### src/rtl/rgmii_tx_multispeed.sv
// Tri-speed RGMII transmit engine: accepts GMII bytes on a ready strobe and produces
// rise/fall bit pairs for external ODDR cells driving TXC, TX_CTL and TXD[3:0].
module rgmii_tx_multispeed #(
    parameter int DIV_100     = 5,
    parameter int DIV_10      = 50,
    parameter int FRAME_CNT_W = 16
) (
    input  logic                   gmii_tx_clk_i,
    input  logic                   rst_i,
    input  logic [1:0]             speed_sel_i,
    input  logic                   gmii_tx_en_i,
    input  logic                   gmii_tx_er_i,
    input  logic [7:0]             gmii_txd_i,
    output logic                   gmii_tx_ready_o,
    output logic                   txc_rise_o,
    output logic                   txc_fall_o,
    output logic                   ctl_rise_o,
    output logic                   ctl_fall_o,
    output logic [3:0]             txd_rise_o,
    output logic [3:0]             txd_fall_o,
    output logic                   busy_o,
    output logic [FRAME_CNT_W-1:0] frame_cnt_o
);

    localparam int DIV_MAX = (DIV_10 > DIV_100) ? DIV_10 : DIV_100;
    localparam int CYC_W   = (DIV_MAX > 1) ? $clog2(DIV_MAX) : 1;

    typedef enum logic [1:0] {
        MODE_10   = 2'b00,
        MODE_100  = 2'b01,
        MODE_1000 = 2'b10
    } mode_e;

    typedef enum logic {
        PH_LO = 1'b0,
        PH_HI = 1'b1
    } phase_e;

    function automatic mode_e decode_speed(input logic [1:0] sel);
        case (sel)
            2'b01:   return MODE_100;
            2'b00:   return MODE_10;
            default: return MODE_1000;
        endcase
    endfunction

    mode_e                  mode_q, mode_d;
    phase_e                 phase_q, phase_d;
    logic [CYC_W-1:0]       cyc_q, cyc_d;
    logic                   active_q, active_d;
    logic                   en_q, en_d;
    logic                   er_q, er_d;
    logic [7:0]             txd_q, txd_d;
    logic                   busy_q, busy_d;
    logic [FRAME_CNT_W-1:0] frame_cnt_q, frame_cnt_d;

    logic [CYC_W-1:0]       n_last;
    logic                   ready;
    logic [CYC_W+1:0]       h_rise, h_fall, n_full;
    logic [3:0]             nibble;

    always_comb begin
        n_last = (mode_q == MODE_100) ? CYC_W'(DIV_100 - 1) : CYC_W'(DIV_10 - 1);
        // active_q holds off the first slot until one cycle after reset release
        ready  = active_q && ((mode_q == MODE_1000) || (phase_q == PH_HI && cyc_q == n_last));

        mode_d      = mode_q;
        phase_d     = phase_q;
        cyc_d       = cyc_q;
        active_d    = 1'b1;
        en_d        = en_q;
        er_d        = er_q;
        txd_d       = txd_q;
        busy_d      = busy_q;
        frame_cnt_d = frame_cnt_q;

        if (active_q && mode_q != MODE_1000) begin
            if (cyc_q == n_last) begin
                cyc_d   = '0;
                phase_d = (phase_q == PH_LO) ? PH_HI : PH_LO;
            end else begin
                cyc_d = cyc_q + CYC_W'(1);
            end
        end

        if (ready) begin
            en_d   = gmii_tx_en_i;
            er_d   = gmii_tx_er_i;
            txd_d  = gmii_tx_en_i ? gmii_txd_i : 8'h00;
            busy_d = gmii_tx_en_i;
            if (gmii_tx_en_i && !busy_q) begin
                frame_cnt_d = frame_cnt_q + FRAME_CNT_W'(1);
            end
            // Speed may only change in a clean idle slot so a frame is never split across modes
            if (!gmii_tx_en_i && !gmii_tx_er_i) begin
                mode_d = decode_speed(speed_sel_i);
            end
            cyc_d   = '0;
            phase_d = PH_LO;
        end
    end

    always_ff @(posedge gmii_tx_clk_i) begin
        if (rst_i) begin
            mode_q      <= decode_speed(speed_sel_i);
            phase_q     <= PH_LO;
            cyc_q       <= '0;
            active_q    <= 1'b0;
            en_q        <= 1'b0;
            er_q        <= 1'b0;
            txd_q       <= 8'h00;
            busy_q      <= 1'b0;
            frame_cnt_q <= '0;
        end else begin
            mode_q      <= mode_d;
            phase_q     <= phase_d;
            cyc_q       <= cyc_d;
            active_q    <= active_d;
            en_q        <= en_d;
            er_q        <= er_d;
            txd_q       <= txd_d;
            busy_q      <= busy_d;
            frame_cnt_q <= frame_cnt_d;
        end
    end

    // TXC goes high once the half-cycle index reaches N, centring the clock edge on the nibble
    always_comb begin
        h_rise = {1'b0, cyc_q, 1'b0};
        h_fall = h_rise + (CYC_W + 2)'(1);
        n_full = {2'b00, n_last} + (CYC_W + 2)'(1);
        nibble = (phase_q == PH_HI) ? txd_q[7:4] : txd_q[3:0];

        txc_rise_o = 1'b0;
        txc_fall_o = 1'b0;
        ctl_rise_o = 1'b0;
        ctl_fall_o = 1'b0;
        txd_rise_o = 4'h0;
        txd_fall_o = 4'h0;

        if (active_q) begin
            ctl_rise_o = en_q;
            ctl_fall_o = en_q ^ er_q;
            if (mode_q == MODE_1000) begin
                txc_rise_o = 1'b1;
                txd_rise_o = txd_q[3:0];
                txd_fall_o = txd_q[7:4];
            end else begin
                txc_rise_o = (h_rise >= n_full);
                txc_fall_o = (h_fall >= n_full);
                txd_rise_o = nibble;
                txd_fall_o = nibble;
            end
        end
    end

    assign gmii_tx_ready_o = ready;
    assign busy_o          = busy_q;
    assign frame_cnt_o     = frame_cnt_q;

endmodule

### config.mk
export PLATFORM = sky130hd
export DESIGN_NAME = rgmii_tx_multispeed
export DESIGN_NICKNAME = d
export VERILOG_FILES = /design/src/rtl/rgmii_tx_multispeed.sv
export SDC_FILE = /design/constraint.sdc
export NUM_CORES = 1
export LEC_CHECK = 0
export ABC_CLOCK_PERIOD_IN_PS = 5300
export CORE_UTILIZATION = 53
export DETAILED_ROUTE_END_ITERATION = 12
export GPL_ROUTABILITY_DRIVEN = 0
export HOLD_SLACK_MARGIN = 0.03
export PLACE_DENSITY = 0.82
export SLEW_MARGIN = 10
export SYNTH_ARGS = -nofsm -noshare
export SYNTH_HDL_FRONTEND = slang
export SYNTH_SLANG_ARGS = --single-unit
### constraint.sdc
create_clock -name gmii_tx_clk_i -period 5.3 [get_ports gmii_tx_clk_i]
set_clock_uncertainty 0.1 [all_clocks]
set_input_delay 0.53 -clock gmii_tx_clk_i [delete_from_list [all_inputs] [get_ports gmii_tx_clk_i]]
set_output_delay 0.53 -clock gmii_tx_clk_i [all_outputs]
set_load 0.01 [all_outputs]
==> results of run 1 <==
## per-stage QoR
step / setup WS, ns / utilization, % / hold WS, ns / cell area (um2) / cells
finish: 1.40 / 70.8 / 0.380 / 2670 / 343
global route: 1.20 / 70.8 / 0.402 / 2670 / 343
CTS: 1.40 / 70.8 / 0.379 / 2670 / 343
detailed placement: 1.74 / 68.0 / 0.364 / 2570 / 335
global placement: 1.81 / 68.0 / 0.359 / 2570 / 335
floorplan: 2.62 / - / 0.345 / 2150 / 259
## logic make-up (layout without fill, tap and decap cells)
kind of cell	count (synthesis)	count (layout)	synth area share, %
compound gates	53	53	16.4
xor+xnor	3	3	1.22
fa+ha+maj	4	4	2.33
buf+inv	20	56	4.43
flops	36	36	34.5
mux	25	25	12.5
simple gates	118	118	28.7
## worst max-delay path: stages, from the launching register on
cell,delay (ns)
sky130_fd_sc_hd__edfxtp_1,0.44
sky130_fd_sc_hd__nor2b_4,0.20
sky130_fd_sc_hd__inv_2,0.09
sky130_fd_sc_hd__ha_1,0.34
sky130_fd_sc_hd__nand4bb_1,0.17
sky130_fd_sc_hd__nor4_4,0.45
sky130_fd_sc_hd__o21ai_4,0.18
sky130_fd_sc_hd__a21oi_4,0.48
sky130_fd_sc_hd__clkdlybuf4s50_1,0.63
## flip-flops by register name, indices dropped and copies added (netlist names)
signal       cells
frame_cnt_o     16
active_q         1
er_q             1
mode_q           2
phase_q          1
txd_q            8
cyc_q            6
busy_o           1
## final cells by class
cell class / count / area (um2)
clock buffer: 7 / 97.6
fill: 305 / 1100
inverter: 4 / 15.0
clock inverter: 1 / 5.00
multi-input combinational: 203 / 1310
timing repair buffer: 44 / 438
sequential: 36 / 741
tap: 48 / 60.1
## synthesized netlist by cell type, types with 2 or more instances
master	n
sky130_fd_sc_hd__nand2_1	37
sky130_fd_sc_hd__dfxtp_1	34
sky130_fd_sc_hd__a21oi_1	26
sky130_fd_sc_hd__nor2_1	23
sky130_fd_sc_hd__nand3_1	20
sky130_fd_sc_hd__nor2b_1	15
sky130_fd_sc_hd__clkbuf_1	12
sky130_fd_sc_hd__mux2_2	11
sky130_fd_sc_hd__mux2i_1	11
sky130_fd_sc_hd__o21ai_0	9
sky130_fd_sc_hd__ha_1	4
sky130_fd_sc_hd__a21boi_1	3
sky130_fd_sc_hd__and3_1	3
sky130_fd_sc_hd__buf_2	3
sky130_fd_sc_hd__inv_1	3
sky130_fd_sc_hd__mux2_1	3
sky130_fd_sc_hd__a211oi_1	2
sky130_fd_sc_hd__a21boi_0	2
sky130_fd_sc_hd__a21o_1	2
sky130_fd_sc_hd__and2_1	2
sky130_fd_sc_hd__and4_1	2
sky130_fd_sc_hd__edfxtp_1	2
sky130_fd_sc_hd__nand2b_1	2
sky130_fd_sc_hd__nand4_1	2
sky130_fd_sc_hd__nand4b_1	2
sky130_fd_sc_hd__nor3_1	2
sky130_fd_sc_hd__nor4_4	2
sky130_fd_sc_hd__o2111ai_2	2
sky130_fd_sc_hd__xnor2_1	2
## power breakdown
part / switching, mW / internal, mW
Sequential: 0.00590 / 0.278
Clock: 0.102 / 0.121
Combinational: 0.0319 / 0.0266
## per-layer routing
metal | global-route usage, % | vias to the layer above | wire, um
li1 | - | 981 | -
met1 | 32.4 | 889 | 2210
met2 | 37.0 | 55 | 2120
met3 | 5.38 | 8 | 232
met4 | 8.97 | 0 | 70
met5 | 0 | - | 0
## path summary, 6_finish.rpt
check	from	end	slack, ns	cells after the start
worst max-delay path	mode_q[1]$_DFFE_PP_	gmii_tx_ready_o	1.40	8
worst min-delay path	er_q$_SDFFE_PP0P_	er_q$_SDFFE_PP0P_	0.38	2
worst max register to register	mode_q[1]$_DFFE_PP_	mode_q[0]$_DFFE_PP_	2.33	8
worst min register to register	er_q$_SDFFE_PP0P_	er_q$_SDFFE_PP0P_	0.38	2
==> metrics.log, run 1 <==
[metrics] run status: finished clean
[metrics] Setup-failing EPs final: 0
[metrics] CTS tree: built
[metrics] actual transition at the worst max-transition pin: around 0.64 ns
[metrics] Final TNS setup: 0 ns
[metrics] post-detailed-route via-to-cell ratio: ~5.6
[metrics] main flop type after synthesis: sky130_fd_sc_hd__dfxtp_1
[metrics] total overflow reported by the global router: 0
[metrics] Post CTS Setup Buffer Count: 0
[metrics] max cap viols: 0
[metrics] main area contributors after synthesis: sky130_fd_sc_hd__dfxtp_1 32%, sky130_fd_sc_hd__nand2_1 6.5%, sky130_fd_sc_hd__a21oi_1 6.1%
[metrics] class of the most critical setup path: reg2out
[metrics] Worst Hold Class: reg2reg
[metrics] nature of the critical path endpoint: primary output
[metrics] Relative slew margins: approximately 57%
[metrics] sequential share of the synthesized area: roughly 34%
[metrics] Synthesized Nets: ~280
[metrics] count of yosys warnings during synthesis: 0
[metrics] required time reported for the critical path endpoint: about 4.7 ns
[metrics] buffer cell driving the clock tree root: sky130_fd_sc_hd__clkbuf_8
[metrics] total wire length: approximately 4600 um
[metrics] post-cts repair resize count: 0
[metrics] height of the die: 65.7 um
[metrics] placed wire-length estimate after detailed placement: between 3000 and 4000 um
[metrics] Vias: between 1500 and 2000
[metrics] share of post-route cells with drive strength above 1: under 10%
[metrics] Die Width: roughly 66 um
[metrics] max-slew violation count: 0
[metrics] count of hold buffers inserted by post-cts repair: 0
[metrics] Die ar.: around 4300 um2
[metrics] cell type with the largest total area after synthesis: sky130_fd_sc_hd__dfxtp_1
[metrics] Initial DRC Count: approximately 220
[metrics] Synth-to-Final Area Change: 24.2%
[metrics] average routed wire per standard cell: 13.5 um
[metrics] remaining antenna violation count: 0
[metrics] maximum buffer depth of the clock tree: 2
[metrics] DR pass1 iterations: 4
[metrics] number of port buffers: between 40 and 50
[metrics] CP Data Arrival Time: about 3.3 ns
[metrics] final worst path period need: a little under 4 ns
[metrics] vias in the first global route: ~1700
[metrics] share of the clock period used by the worst path: ~74%
[metrics] placeable core region: approximately 3800 um2
[metrics] f_max: 256 MHz
[metrics] # H-tree levels: 2
[metrics] Post-Syn Area: about 2100 um2
[metrics] pin count of the biggest net entering global routing: 39
[metrics] first-pass GRT wire length: 7870 um
[metrics] Worst VDD drop: around 0.14 mV
[metrics] Ant. Diodes: 0
[metrics] gate count of the mapped netlist: between 200 and 300
[metrics] async set-reset flop share out of synthesis: 0%
[metrics] most common library cell in the layout ignoring fill and taps: sky130_fd_sc_hd__clkdlybuf4s50_1
[metrics] maximum fanout along the worst path: 12
[metrics] average footprint of a synthesized cell: 8.29 um2
[metrics] library cells used by synthesis: 45
[metrics] number of cell rows: 22
[metrics] initial standard-cell utilization of the core: a little under three fifths
[metrics] unrepaired setup endpoints after global routing: false
[metrics] GRT Resource Usage Total: between 20 and 25%
[metrics] Reg clk slew, reported paths: roughly 0.070 ns
[metrics] EDFF count, synth: 2
[metrics] CP Launch Type: register
[metrics] Layout Nets: roughly 310
[metrics] Power, Total: 565 uW
[metrics] Clock Latency Late Sink: around 0.29 ns
[metrics] sink count of the clock tree: 36
[metrics] most frequent cells in the layout: 43 x sky130_fd_sc_hd__clkdlybuf4s50_1, 37 x sky130_fd_sc_hd__nand2_1, 34 x sky130_fd_sc_hd__dfxtp_1, 26 x sky130_fd_sc_hd__a21oi_1, 23 x sky130_fd_sc_hd__nor2_1
[metrics] number of antenna violations at the first check in global routing: 0
[metrics] post-route DRC violation count: 0
[metrics] top cell type's share of synthesized area: a little under a third
[metrics] total power per unit cell area: ~210 nW/um2
[metrics] final hold viol count: 0
[metrics] Synth Register Bits: 36
[metrics] leakage power summed over all cells: around 0.93 nW
[metrics] I/O pin count: 44
[metrics] total clock buffers created by CTS: 5
Power figures use the tool's default switching activity.
==> run 2, diff against run 1 <==
ABC_CLOCK_PERIOD_IN_PS = 3600   (was 5300)
CORE_UTILIZATION = 51   (was 53)
PLACE_DENSITY = 0.79   (was 0.82)
clock period = 3.6 ns   (was 5.3 ns; I/O delays follow)
==> run 2 against run 1 <==
Net effect:
- count of clock-buffer cells in the layout is the same
- sequential power grew 47%
- core utilization shrank 4.3 points
- final area grew 0.38%
- sequential share of layout area shrank 0.10 points
- clock power grew 45%
- via count shrank 0.47%
- critical endpoint unchanged
==> metrics.log, run 2 (same netlist as run 1, synthesis figures left out) <==
[metrics] run status: finished clean
[metrics] CP top delay family: simple AND/OR/NAND/NOR gates
[metrics] Initial DRC Count: 161
[metrics] maximum buffer depth of the clock tree: 2
[metrics] count of hold buffers inserted by post-cts repair: 0
[metrics] initial standard-cell utilization of the core: a little over half
[metrics] most common library cell in the layout ignoring fill and taps: sky130_fd_sc_hd__clkdlybuf4s50_1
[metrics] launching point of the worst reg2reg path: mode_q[1]$_DFFE_PP_
[metrics] share of the clock period used by the worst path: 93.6%
[metrics] max cap viols: 0
[metrics] cell-by-cell listing of the critical path: nor2b_4 -> inv_2 -> ha_1 -> nand4bb_1 -> nor4_4 -> o21ai_4 -> a21oi_4 -> clkdlybuf4s50_1
[metrics] buffer cell driving the clock tree root: sky130_fd_sc_hd__clkbuf_8
[metrics] total wire length: between 4000 and 5000 um
[metrics] share of post-route cells with drive strength above 1: roughly a tenth
[metrics] f_max: just under 300 MHz
[metrics] flop-to-flop setup slack: 0.71 ns
[metrics] class of the most critical setup path: reg2out
[metrics] pin count of the biggest net entering global routing: 39
[metrics] Relative slew margins: between 50% and 60%
[metrics] leakage power summed over all cells: ~0.94 nW
[metrics] crit path capture: gmii_tx_ready_o
[metrics] height of the die: around 67 um
[metrics] max incr delay on CP: around 0.56 ns
[metrics] Power, Total: roughly 830 uW
[metrics] remaining antenna violation count: 0
[metrics] nature of the critical path endpoint: primary output
[metrics] GRT Resource Usage Total: between 20% and 30%
[metrics] number of antenna violations at the first check in global routing: 0
[metrics] post-detailed-route via-to-cell ratio: ~5.6
[metrics] first-pass GRT wire length: 7860 um
[metrics] Post CTS Setup Buffer Count: 0
[metrics] Worst Hold Class: reg2reg
[metrics] total power per unit cell area: ~300 nW/um2
[metrics] total clock buffers created by CTS: 5
[metrics] number of buffer and inverter instances along the worst setup path: 2
[metrics] DR pass1 iterations: 4
[metrics] CP Launch Type: register
[metrics] number of cells on the worst reg-to-reg path: 9
[metrics] post-route core utilization: 66.5%
[metrics] average routed wire per standard cell: ~14 um
[metrics] placed wire-length estimate after detailed placement: between 3000 and 4000 um
[metrics] Levels on crit path: 8
[metrics] unrepaired setup endpoints after global routing: false
[metrics] final worst path period need: between 3 and 4 ns
[metrics] required time reported for the critical path endpoint: approximately 3.1 ns
[metrics] CP Data Arrival Time: a little under 3 ns
[metrics] Reg clk slew, reported paths: 0.07 ns
[metrics] sink count of the clock tree: 36
[metrics] vias in the first global route: between 1500 and 2000
[metrics] Worst VDD drop: approximately 0.21 mV
[metrics] placeable core region: 4030 um2
[metrics] Synth-to-Final Area Change: 24.7%
[metrics] most frequent cells in the layout: 43 x sky130_fd_sc_hd__clkdlybuf4s50_1, 37 x sky130_fd_sc_hd__nand2_1, 34 x sky130_fd_sc_hd__dfxtp_1, 26 x sky130_fd_sc_hd__a21oi_1, 23 x sky130_fd_sc_hd__nor2_1
[metrics] CTS tree: built
[metrics] number of cell rows: 23
[metrics] post-cts repair resize count: 0
[metrics] Die Width: 66.9 um
[metrics] total overflow reported by the global router: 0
[metrics] maximum fanout along the worst path: 7
[metrics] I/O pin count: 44
[metrics] fill cell count: 341
[metrics] Clock Latency Late Sink: a little under 0.3 ns
[metrics] post-route DRC violation count: 0
[metrics] Final TNS setup: 0 ns
[metrics] CP max-delay cell: sky130_fd_sc_hd__clkdlybuf4s50_1
[metrics] actual transition at the worst max-transition pin: 0.669 ns
[metrics] Ant. Diodes: 0
[metrics] final hold viol count: 0
[metrics] Layout Nets: ~310
[metrics] RR Endpoint: mode_q[1]$_DFFE_PP_
[metrics] flip-flop count of the largest register after layout: 16
[metrics] Vias: 1924
[metrics] crit path launch: mode_q[1]$_DFFE_PP_
[metrics] # H-tree levels: 2
[metrics] Die ar.: around 4500 um2
[metrics] Setup-failing EPs final: 0
[metrics] number of port buffers: between 40 and 50
[metrics] max-slew violation count: 0
run 2: cell types whose count changed in the layout (fill, tap and decap cells not counted), sizes merged:
cell,before,now
buf,1,2
run 2: where the power goes:
| group | switching [mW] | internal [mW] | total, mW |
|---|---|---|---|
| Clock | 0.144 | 0.178 | 0.322 |
| Combinational | 0.0472 | 0.0397 | 0.0869 |
| Sequential | 0.00908 | 0.409 | 0.418 |
| Total | 0.201 | 0.626 | 0.827 |
run 2: per-stage QoR:
stage | hold slack, ns | std cells | instance area, um2 | setup WS (ns)
3_3_place_gp | 0.358 | 338 | 2580 | 0.605
5_1_grt | 0.399 | 346 | 2680 | 0.0535
6_report | 0.374 | 346 | 2680 | 0.229
3_5_place_dp | 0.365 | 338 | 2580 | 0.577
4_1_cts | 0.376 | 346 | 2680 | 0.242
2_1_floorplan | 0.345 | 259 | 2150 | 1.02
run 2: worst register-to-register path: cells and delay by family, from the launching register on:
family | cells | cell delay, ns
AO/OA/AOI/OAI | 3 | 0.57
adder cells (fa/ha/maj) | 1 | 0.34
buffers and inverters | 2 | 0.35
flip-flops | 1 | 0.44
AND/OR/NAND/NOR | 3 | 0.80
run 2: routing by layer:
metal / part of all wire (%) / vias up / track usage, %
met5: 0 / - / 0
met4: 0.61 / 0 / 7.18
met3: 4.5 / 2 / 5.31
met2: 47 / 62 / 36.2
met1: 48 / 879 / 31.8
li1: - / 981 / -
run 2: area by class of cell:
type                            instances  area (um2)  area share (%)
Sequential cell                        36         741            27.7
Inverter                                4        15.0           0.560
Timing Repair Buffer                   45         445            16.6
Multi-Input combinational cell        203        1310            49.0
Clock buffer                            7        97.6            3.64
Tap cell                               50        62.6            2.34
Clock inverter                          1        5.00           0.187
run 2: how the worst min path moves through the flow:
stage	to	cells past startpoint	start	slack, ns
after floorplan	txd_q[4]$_SDFFE_PP0P_	2	txd_q[4]$_SDFFE_PP0P_	0.34
after global placement	txd_q[7]$_SDFFE_PP0P_	2	txd_q[7]$_SDFFE_PP0P_	0.36
after detailed placement	txd_q[5]$_SDFFE_PP0P_	2	txd_q[5]$_SDFFE_PP0P_	0.36
after CTS	txd_q[5]$_SDFFE_PP0P_	2	txd_q[5]$_SDFFE_PP0P_	0.38
after global routing	txd_q[7]$_SDFFE_PP0P_	2	txd_q[7]$_SDFFE_PP0P_	0.40
final	txd_q[5]$_SDFFE_PP0P_	2	txd_q[5]$_SDFFE_PP0P_	0.37
==> patch: new RTL, settings of run 2 <==
`FRAME_CNT_W`: 16 -> 20.
--- a/src/rtl/rgmii_tx_multispeed.sv
+++ b/src/rtl/rgmii_tx_multispeed.sv
@@ -3,7 +3,7 @@
 module rgmii_tx_multispeed #(
     parameter int DIV_100     = 5,
     parameter int DIV_10      = 50,
-    parameter int FRAME_CNT_W = 16
+    parameter int FRAME_CNT_W = 20
 ) (
     input  logic                   gmii_tx_clk_i,
     input  logic                   rst_i,
Interface: changed (resized frame_cnt_o); port bits go from 44 to 48. The function was not compared with the original's and may differ.
==> patch against run 2 <==
  * Area after synthesis rose by 3.7%
  * Critical endpoint unchanged
  * Sequential cell count rose by 4
  * Wire length is 13% higher
  * Synthesized cell count up 9.7%
  * Cell area is 4.2% higher
  * Power up 2.7%
  * Highest routed layer unchanged
  * Largest power group unchanged
  * Critical path type unchanged
  * Worst setup slack gained 0.36 ns
==> patch: results (changes against run 2) <==
* Status: completed
* Seq/Total Area, Yosys at 0.368 (+0.0235)
* Synth top cells by count: a21oi_1, dfxtp_1, nand2_1
* First-pass GRT wire length at 8.87 mm (+13%)
* Warnings from Yosys at 0 (unchanged)
* Switching Share at 0.261 (+0.0180)
* Synth top area cells: dfxtp_1, a21oi_1, or4_1
* Max reg flops at 20 (+4)
* Starting DRC count in detailed routing at 171 (+6.2%)
* FILL cells at 368 (+7.9%)
* Worst slew pin tran at 0.746 ns (+0.0776 ns)
* Pin count of the biggest net entering global routing at 48 (+23%)
* CP top delay family: buffers and inverters
* Clock share of power at 0.331 (-0.058)
* Drt first pass iters at 4 (unchanged)
* DRT antenna net count at 0 (unchanged)
* Port Buf Inserts at 47 (+9.3%)
* Root buffer cell: clkbuf_8
* Setup bufs post-CTS at 0 (unchanged)
* CP max-delay cell: clkdlybuf4s50_1
* Crit Path Max Fanout at 7 (unchanged)
* CTS resizes at 0 (unchanged)
* Via count at 2260 (+17%)
* Pre-CTS worst setup slack at 0.867 ns (+0.290 ns)
* Inst Count DP at 364 (+7.7%)
* Register area at 821 um^2 (+11%)
* Largest stage delay on the critical path at 0.56 ns (about the same)
* Vias in the first global route at 1943 (+18%)
* Synth cell types at 39 (-13%)
* Post-synth EDFFs at 2 (unchanged)
* Synth Instances at 284 (+9.7%)
* Final Power at 0.000849 W (+2.7%)
* Post-synth top area cell: dfxtp_1
* Class of the most critical hold timing path: reg2reg
* Net count reported at finish at 339 (+8.3%)
* Total GRT Usage at 0.252 (+0.0183)
* Power Combinational at 0.000107 W (+23%)
* Non-Filler Instances at 371 (+7.2%)
* Clk buf depth at 2 (unchanged)
* Post-DP HPWL at 3.71 mm (+13%)
* CP arrival at 2.55 ns (-0.36 ns)
* Leak pwr at 0.848 nW (-9.4%)
* CTS clk-pin slew, worst paths at 0.07 ns (about the same)
* Async S/R FF share, synth at 0 (unchanged)
* Share of layout cells above drive strength 1 at 0.0530 (-0.0450)
* Synthesized Nets at 302 (+9.0%)
* Drt wl/cell at 14.4 um (+5.5%)
* CTS Buf Count at 5 (unchanged)
* Area after DPL at 2710 um^2 (+5.3%)
* Peak supply drop at 0.000167 V (-22%)
==> patch: changes by cell type after synthesis, moves of 4 or more <==
cell             run 2  this run
a21oi_1             26        42
buf_1                0         4
clkbuf_1            12        17
dfxtp_1             34        38
mux2_2              11         0
mux2i_1             11         2
nand2_1             37        26
nand4_1              2        15
nor2_1              23        14
nor2b_1             15         5
nor4_1               1         5
o21ai_1              0        11
o31ai_1              0        16
or4_1                0        17
==> patch: path summary, 6_finish.rpt <==
path                        start              end  slack (ns)  depth (start not counted)
setup / recovery        mode_q[1]  gmii_tx_ready_o        0.59                          8
hold / removal    frame_cnt_o[19]  frame_cnt_o[19]        0.38                          2
setup reg to reg        mode_q[1]        mode_q[1]        0.86                          8
hold reg to reg   frame_cnt_o[19]  frame_cnt_o[19]        0.38                          2
==> patch: tightest hold or removal path: stages (launching register included) <==
cell,delay [ns]
dfxtp_1,0.32
o31ai_1,0.06
a21oi_1,0.06
==> patch: cells by family after synthesis <==
group / after synthesis / synth area share
AO/OA/AOI/OAI: 85 / 0.231
XOR/XNOR: 4 / 0.0157
adder cells (fa/ha/maj): 4 / 0.0225
buffers and inverters: 30 / 0.0573
flip-flops: 40 / 0.368
multiplexers: 3 / 0.0140
AND/OR/NAND/NOR: 118 / 0.291
==> patch: layout make-up <==
| type | instances | area share |
|---|---|---|
| sequential | 40 | 0.294 |
| clock buffer | 6 | 0.0260 |
| timing repair buffer | 53 | 0.185 |
| clock inverter | 1 | 0.00179 |
| inverter | 7 | 0.00941 |
| tap | 50 | 0.0224 |
| multi-input combinational | 214 | 0.462 |
==> patch: per-layer routing <==
layer	share of wire	wire length, um	global-route usage
met2	0.46	2450	0.397
met5	0	0	0
met1	0.48	2550	0.341
met4	0.0052	28	0.0911
met3	0.060	324	0.0467
